**config.mk**
```make
export PLATFORM = sky130hd
export DESIGN_NAME = m4_tpm_regs
export DESIGN_NICKNAME = d
export VERILOG_FILES = /design/src/rtl/m4_tpm_regs.sv
export SDC_FILE = /design/constraint.sdc
export NUM_CORES = 1
export LEC_CHECK = 0
export BUFFER_PORTS_ARGS = -buffer_cell sky130_fd_sc_hd__buf_2
export CAP_MARGIN = 20
export CORE_MARGIN = 5
export CORE_UTILIZATION = 40
export CTS_BUF_LIST = sky130_fd_sc_hd__clkbuf_2 sky130_fd_sc_hd__clkbuf_4 sky130_fd_sc_hd__clkbuf_8
export CTS_CLUSTER_SIZE = 12
export DETAILED_ROUTE_END_ITERATION = 8
export GPL_TIMING_DRIVEN = 0
export PLACE_DENSITY = 0.7
export SYNTH_ARGS = -nofsm -noshare
export SYNTH_HDL_FRONTEND = slang
export SYNTH_SLANG_ARGS = --single-unit
```
**constraint.sdc**
```tcl
create_clock -name clk_i -period 2.91 [get_ports clk_i]
set_clock_uncertainty 0.05 [all_clocks]
set_input_delay 0.4365 -clock clk_i [delete_from_list [all_inputs] [get_ports clk_i]]
set_output_delay 0.4365 -clock clk_i [all_outputs]
set_load 0.005 [all_outputs]
```
**src/rtl/m4_tpm_regs.sv**
```systemverilog
`timescale 1ns/1ps
// m4_tpm_regs: M4-side Wishbone-classic slave for the TwPM command handshake.
//   Exposes STATUS (exec/abort pending W1C, complete busy, irq enable), the
//   op type / locality / buffer length latched on each exec rising edge, a
//   COMPLETE trigger that emits a fixed-width pulse to the LPC side, and a
//   window onto the shared command buffer RAM.
// Ports:
//   clk_i, nrst_i            clock, async active-low reset
//   wb_*                     32-bit Wishbone classic slave, ack after 1 wait
//                            state (2 for RAM reads)
//   op_type_i, locality_i,
//   buf_len_i, exec_i,
//   abort_i                  command handshake from the LPC-side registers
//   complete_o               completion pulse, COMPLETE_PULSE_WIDTH cycles
//   irq_o                    registered interrupt to the M4
//   ram_*                    command buffer RAM port (1-cycle read latency)
module m4_tpm_regs #(
    parameter int unsigned            ADDR_WIDTH            = 17,
    parameter int unsigned            RAM_ADDR_WIDTH        = 11,
    parameter logic [ADDR_WIDTH-1:0]  STATUS_REG_ADDRESS    = 17'h00000,
    parameter logic [ADDR_WIDTH-1:0]  OP_TYPE_REG_ADDRESS   = 17'h00004,
    parameter logic [ADDR_WIDTH-1:0]  LOCALITY_REG_ADDRESS  = 17'h00008,
    parameter logic [ADDR_WIDTH-1:0]  BUF_SIZE_REG_ADDRESS  = 17'h0000C,
    parameter logic [ADDR_WIDTH-1:0]  COMPLETE_REG_ADDRESS  = 17'h00040,
    parameter logic [ADDR_WIDTH-1:0]  FPGA_RAM_BASE_ADDRESS = 17'h00800,
    parameter logic [31:0]            DEFAULT_READ_VALUE    = 32'hBADFABAC,
    parameter int unsigned            COMPLETE_PULSE_WIDTH  = 20
) (
    input  logic                      clk_i,
    input  logic                      nrst_i,
    input  logic                      wb_cyc_i,
    input  logic                      wb_stb_i,
    input  logic                      wb_we_i,
    input  logic [ADDR_WIDTH-1:0]     wb_adr_i,
    input  logic [3:0]                wb_sel_i,
    input  logic [31:0]               wb_dat_i,
    output logic [31:0]               wb_dat_o,
    output logic                      wb_ack_o,
    input  logic [3:0]                op_type_i,
    input  logic [3:0]                locality_i,
    input  logic [RAM_ADDR_WIDTH-1:0] buf_len_i,
    input  logic                      exec_i,
    input  logic                      abort_i,
    output logic                      complete_o,
    output logic                      irq_o,
    output logic [RAM_ADDR_WIDTH-3:0] ram_addr_o,
    output logic [31:0]               ram_wd_o,
    output logic [3:0]                ram_be_o,
    output logic                      ram_we_o,
    input  logic [31:0]               ram_rd_i
);

    localparam int unsigned CNT_W = (COMPLETE_PULSE_WIDTH > 1) ? $clog2(COMPLETE_PULSE_WIDTH) : 1;
    localparam logic [CNT_W-1:0] PULSE_LOAD = CNT_W'(COMPLETE_PULSE_WIDTH - 1);

    typedef enum logic [1:0] {IDLE, RAM_RD, ACK} bus_state_t;
    typedef enum logic [2:0] {K_NONE, K_STATUS, K_OP_TYPE, K_LOCALITY, K_BUF_SIZE, K_COMPLETE} reg_kind_t;

    bus_state_t state;
    reg_kind_t  hit_kind, acc_kind;
    logic       acc_we, acc_sel0, acc_sel_any;
    logic [2:0] acc_wbits;      // {dat[3], dat[1], dat[0]}: the only STATUS bits a write touches

    logic exec_s1, exec_s2, abort_s1, abort_s2;
    logic [3:0] op_type_s1, locality_s1, op_type_q, locality_q;
    logic [RAM_ADDR_WIDTH-1:0] buf_len_s1, buf_size_q;
    logic exec_pending, abort_pending, irq_en;
    logic [CNT_W-1:0] pulse_cnt;

    logic exec_edge, abort_edge, in_win, ram_hit, ram_access;
    logic reg_wr, status_wr, complete_start;
    logic [31:0] rd_mux;
    logic unused_adr_bits;

    assign unused_adr_bits = ^wb_adr_i[1:0];

    // ---------------- address decode ----------------
    assign in_win = (wb_adr_i[ADDR_WIDTH-1:RAM_ADDR_WIDTH] ==
                     FPGA_RAM_BASE_ADDRESS[ADDR_WIDTH-1:RAM_ADDR_WIDTH]);

    always_comb begin
        hit_kind = K_NONE;
        if (wb_adr_i[ADDR_WIDTH-1:2] == STATUS_REG_ADDRESS[ADDR_WIDTH-1:2])
            hit_kind = K_STATUS;
        else if (wb_adr_i[ADDR_WIDTH-1:2] == OP_TYPE_REG_ADDRESS[ADDR_WIDTH-1:2])
            hit_kind = K_OP_TYPE;
        else if (wb_adr_i[ADDR_WIDTH-1:2] == LOCALITY_REG_ADDRESS[ADDR_WIDTH-1:2])
            hit_kind = K_LOCALITY;
        else if (wb_adr_i[ADDR_WIDTH-1:2] == BUF_SIZE_REG_ADDRESS[ADDR_WIDTH-1:2])
            hit_kind = K_BUF_SIZE;
        else if (wb_adr_i[ADDR_WIDTH-1:2] == COMPLETE_REG_ADDRESS[ADDR_WIDTH-1:2])
            hit_kind = K_COMPLETE;
    end

    assign ram_hit = in_win && (hit_kind == K_NONE);

    always_comb begin
        rd_mux = DEFAULT_READ_VALUE;
        case (hit_kind)
            K_STATUS:   rd_mux = {28'b0, irq_en, complete_o, abort_pending, exec_pending};
            K_OP_TYPE:  rd_mux = {28'b0, op_type_q};
            K_LOCALITY: rd_mux = {28'b0, locality_q};
            K_BUF_SIZE: rd_mux = {{(32-RAM_ADDR_WIDTH){1'b0}}, buf_size_q};
            K_COMPLETE: rd_mux = {31'b0, complete_o};
            default:    rd_mux = DEFAULT_READ_VALUE;
        endcase
    end

    // RAM port is driven straight from the bus in IDLE so the registered RAM
    // read lands in RAM_RD; gated by nrst_i so it stays 0 during reset.
    assign ram_access = nrst_i & wb_cyc_i & wb_stb_i & (state == IDLE) & ram_hit;
    assign ram_addr_o = ram_access ? wb_adr_i[RAM_ADDR_WIDTH-1:2] : '0;
    assign ram_we_o   = ram_access & wb_we_i;
    assign ram_be_o   = ram_we_o ? wb_sel_i : '0;
    assign ram_wd_o   = ram_we_o ? wb_dat_i : '0;

    // ---------------- bus FSM ----------------
    always_ff @(posedge clk_i or negedge nrst_i) begin
        if (!nrst_i) begin
            state       <= IDLE;
            wb_ack_o    <= 1'b0;
            wb_dat_o    <= '0;
            acc_kind    <= K_NONE;
            acc_we      <= 1'b0;
            acc_sel0    <= 1'b0;
            acc_sel_any <= 1'b0;
            acc_wbits   <= '0;
        end else begin
            wb_ack_o <= 1'b0;
            case (state)
                IDLE: begin
                    if (wb_cyc_i && wb_stb_i) begin
                        acc_kind    <= hit_kind;
                        acc_we      <= wb_we_i;
                        acc_sel0    <= wb_sel_i[0];
                        acc_sel_any <= |wb_sel_i;
                        acc_wbits   <= {wb_dat_i[3], wb_dat_i[1:0]};
                        if (ram_hit && !wb_we_i) begin
                            state <= RAM_RD;
                        end else begin
                            state    <= ACK;
                            wb_ack_o <= 1'b1;
                            wb_dat_o <= rd_mux;
                        end
                    end
                end
                RAM_RD: begin
                    wb_dat_o <= ram_rd_i;
                    wb_ack_o <= 1'b1;
                    state    <= ACK;
                end
                ACK:     state <= IDLE;
                default: state <= IDLE;
            endcase
        end
    end

    // Register writes commit at the end of the ack cycle, so a COMPLETE pulse
    // starts the cycle after the ack.
    assign reg_wr         = (state == ACK) && acc_we;
    assign status_wr      = reg_wr && (acc_kind == K_STATUS) && acc_sel0;
    assign complete_start = reg_wr && (acc_kind == K_COMPLETE) && acc_sel_any && !complete_o;

    assign exec_edge  = exec_s1 & ~exec_s2;
    assign abort_edge = abort_s1 & ~abort_s2;

    // ---------------- handshake, status, pulse, irq ----------------
    always_ff @(posedge clk_i or negedge nrst_i) begin
        if (!nrst_i) begin
            exec_s1       <= 1'b0;
            exec_s2       <= 1'b0;
            abort_s1      <= 1'b0;
            abort_s2      <= 1'b0;
            op_type_s1    <= '0;
            locality_s1   <= '0;
            buf_len_s1    <= '0;
            op_type_q     <= '0;
            locality_q    <= '0;
            buf_size_q    <= '0;
            exec_pending  <= 1'b0;
            abort_pending <= 1'b0;
            irq_en        <= 1'b0;
            irq_o         <= 1'b0;
            complete_o    <= 1'b0;
            pulse_cnt     <= '0;
        end else begin
            // Fields are registered alongside exec so the latch sees the
            // values that accompanied the exec rising edge.
            exec_s1     <= exec_i;
            exec_s2     <= exec_s1;
            abort_s1    <= abort_i;
            abort_s2    <= abort_s1;
            op_type_s1  <= op_type_i;
            locality_s1 <= locality_i;
            buf_len_s1  <= buf_len_i;

            if (exec_edge) begin
                op_type_q  <= op_type_s1;
                locality_q <= locality_s1;
                buf_size_q <= buf_len_s1;
            end

            if (abort_edge)
                exec_pending <= 1'b0;
            else if (exec_edge)
                exec_pending <= 1'b1;
            else if ((status_wr && acc_wbits[0]) || complete_start)
                exec_pending <= 1'b0;

            if (abort_edge)
                abort_pending <= 1'b1;
            else if (status_wr && acc_wbits[1])
                abort_pending <= 1'b0;

            if (status_wr)
                irq_en <= acc_wbits[2];

            irq_o <= irq_en & (exec_pending | abort_pending);

            if (complete_start) begin
                complete_o <= 1'b1;
                pulse_cnt  <= PULSE_LOAD;
            end else if (complete_o) begin
                if (pulse_cnt == '0)
                    complete_o <= 1'b0;
                else
                    pulse_cnt <= pulse_cnt - 1'b1;
            end
        end
    end

endmodule

```
==> flow_summary_export.csv <==
group,metric,value,unit
timing,rsz0062_at_grt,"false",
synthesis,synthArstFlopShare,100,%
final_layout,nets,691,
floorplanning,io-pin-count,192,
timing,setup_viol,0,
pwr,p_clk_share,35.1,%
timing,tightest_slew,0.588,ns
synthesis,yosys-top-cells-count,"96 x dfrtp_1, 39 x and3_1, 26 x nand2_1",
routing,wl_per_cell,16.4,um
routing,via_count,3678,
floorplanning,rows,37,
global_route,grt.met1_usage,24.6,%
floorplanning,die_height,113,um
worst_hold_path,min_path_type,"in -> reg",
timing,period_share,95.6,%
final_layout,drive_gt1_share,42.4,%
final_layout,area_growth,32.6,%
timing,fmax,359,MHz
synthesis,ys_top_cells_by_area,"dfrtp_1 57%, and3_1 5.7%, mux2_2 5.3%, o22ai_1 2.8%, and2_1 2.5%",
final_layout,layout.core_utilization,54.5,%
placement,io_buffers,188,
run,cap_violations,0,
routing,route.detailed.drc,0,
global_route,grt_util_all_layers,18.2,%
synthesis,avgSynthCellArea,11.3,um2
clocking,cts_made_buffers,9,
clocking,path_clk_slew,0.10,ns
routing,antenna_left,0,
floorplanning,dieArea,12800,um2
status,status,"completed",
global_route,use_met3,4.49,%
final_layout,nFillCells,944,
synthesis,yosys.area.top_type_share,56.6,%
clocking,cts_buffer_depth,2,
clocking,post_cts_buffers,0,
pwr,peakVddDrop,346,uV
worst_setup_path,critPathArrivalTime,2.30,ns
worst_setup_path,crit_top_cell,"buf_2",
final_layout,regArea,2400,um2
synthesis,ys_types,46,
timing,finalCriticalPeriod,2.78,ns
synthesis,synth_edf_count,0,
clocking,tritoncts,"yes",
placement,post-place-ws,0.277,ns
timing,fin_ws,0.127,ns
timing,drv_slew,0,
worst_setup_path,endpoint_kind,"output pin",
synthesis,yosysMostFrequentCell,"dfrtp_1",
synthesis,ys_ff_latch,96,
synthesis,ys_warn_count,0,
placement,place.gp.congestion,0.816,
placement,dpl-instance-area,5390,um2
floorplanning,fp.dieW,113,um
final_layout,multi_input_area,1700,um2
worst_setup_path,start_kind,"flip-flop",
clocking,cts.sinks,96,
worst_setup_path,crit_required,2.42,ns
global_route,grt_start_max_net_pins,71,
final_layout,diodes,0,
global_route,grt_pass1_wl,18800,um
global_route,grt_pass1_vias,3760,
pwr,pwr-share-seq,54.8,%
synthesis,syn-num-nets,489,
clocking,insertion_delay,0.36,ns
routing,drt-total-wl,11800,um
pwr,p_leak,2.90,nW
worst_setup_path,cp_slowest_cell,"dfrtp_1",
global_route,busiest_layer,"met2",
pwr,p_comb_share,10.1,%
worst_setup_path,cp_num_buf_inv,2,
pwr,internal_power,1.97,mW
worst_hold_path,worst_hold_startpoint,"locality_i[0]",
worst_setup_path,crit_start,"state[1]",
routing,drt-initial-drc-count,323,
global_route,grt_use_met2,29.5,%
pwr,p_sw,0.650,mW
synthesis,netlist_area,4250,um2
global_route,overflow,0,
worst_setup_path,cp_max_fo,10,
synthesis,ys.flop_type,"dfrtp_1",
timing,fin_tns_setup,0,ns
worst_setup_path,timing_worst_setup_path_type,"reg -> out",
pwr,cellPowerDensity,466,nW/um2
floorplanning,start_util,41.1,%
timing,whs,0.120,ns
pwr,switching_share,24.8,%
placement,hpwl,9050,um
timing,timing.slew.headroom,60.8,%
worst_setup_path,slowest_delay,0.47,ns
synthesis,seq_area_frac_synth,56.6,%
clocking,htreeDepth,3,
worst_setup_path,worstPathCellList,"nand3b_4 -> or2_1 -> nor3_4 -> buf_2 -> and3_1 -> buf_2",
worst_setup_path,rr_startpoint,"state[1]",
routing,dr.pass1.iters,4,
floorplanning,coreArea,10300,um2
synthesis,yosys.area.top_type,"dfrtp_1",
worst_setup_path,critical-path-top-delay-family,"simple AND/OR/NAND/NOR gates",
synthesis,netlist_instances,376,
routing,avgViaCountPerCell,5.12,
global_route,antenna_found_initial,0,
clocking,cts_root_buf,"clkbuf_8",
timing,hold_violations,0,
final_layout,final_cell_area,5630,um2
-- area by class of cell --
class | count | area share (%)
well taps | 136 | 3.02
flip-flops and latches | 96 | 42.7
multi-input cells | 246 | 30.2
clock inverters | 6 | 1.33
plain buffers | 29 | 2.20
repair buffers | 191 | 17.8
clock buffers | 10 | 2.44
inverters | 5 | 0.333
-- power by group through the flow --
| stage | clock, mW | combinational, mW | sequential, mW |
|---|---|---|---|
| 3_3_place_gp | 0 | 0.249 | 1.46 |
| 6_report | 0.920 | 0.265 | 1.44 |
| 3_5_place_dp | 0 | 0.263 | 1.47 |
| 4_1_cts | 0.950 | 0.268 | 1.44 |
| 5_1_grt | 0.994 | 0.297 | 1.45 |
| 2_1_floorplan | 0 | 0.124 | 1.45 |
-- timing repair --
action | in CTS | in global routing
gates resized for setup | 0 | 2
endpoints found under the hold margin | 26 | 0
endpoints found under the setup margin | 0 | 10
hold buffers | 2 | 0
-- cell usage in the layout, fill, tap and decap left out, types with 2 or more instances in the layout --
master,instances
inv_6,2
o22ai_1,19
mux4_2,4
and2_1,17
nand4_1,7
clkbuf_1,15
buf_2,198
mux2_2,20
o21ai_0,6
nand2b_1,5
nor3_1,20
o221a_1,2
a22o_1,6
inv_1,5
nor2_1,9
buf_1,2
a31oi_1,6
nand2_1,26
xnor2_1,4
a221o_1,5
dfrtp_1,96
nor2b_1,7
clkbuf_8,10
a21oi_1,16
nand3_1,4
and3_1,39
ha_1,2
nor4_1,2
-- final timing paths --
kind,end,slack [ns],depth (start not counted)
max reg2reg,wb_dat_o[19],0.92,6
min in group asynchronous,acc_wbits[2],0.56,3
max,ram_wd_o[13],0.13,6
max in group asynchronous,op_type_s1[0],1.90,3
min reg2reg,abort_s2,0.32,0
min,locality_s1[0],0.12,1
-- state kept, by name, summed over array words and instances, names as in the netlist, 2 cells and up --
register     count
wb_dat_o        32
locality_s1      4
op_type_s1       4
pulse_cnt        5
acc_kind         3
buf_size_q      11
op_type_q        4
state            2
acc_wbits        3
locality_q       4
buf_len_s1      11
-- per-layer routing --
layer	part of all wire [%]	routed length, um
met1	44	5200
met2	48	5670
met3	6.1	720
met4	1.5	178
met5	0	0
-- through the flow --
| step | power [mW] | cells |
|---|---|---|
| global route | 2.74 | 719 |
| detailed placement | 1.73 | 701 |
| global placement | 1.71 | 700 |
| finish | 2.62 | 719 |
| CTS | 2.66 | 719 |
| floorplan | 1.58 | 376 |
-- logic make-up (layout without fill, tap and decap cells) --
| kind of cell | Yosys count | after routing | synth area share, % |
|---|---|---|---|
| AND/OR/NAND/NOR | 150 | 150 | 20.9 |
| adder cells (fa/ha/maj) | 2 | 2 | 0.589 |
| multiplexers | 24 | 24 | 7.43 |
| AO/OA/AOI/OAI | 65 | 65 | 10.2 |
| XOR/XNOR | 5 | 5 | 1.03 |
| flip-flops | 96 | 96 | 56.6 |
| buffers and inverters | 34 | 241 | 3.33 |
(Power assumes the default switching activity.)
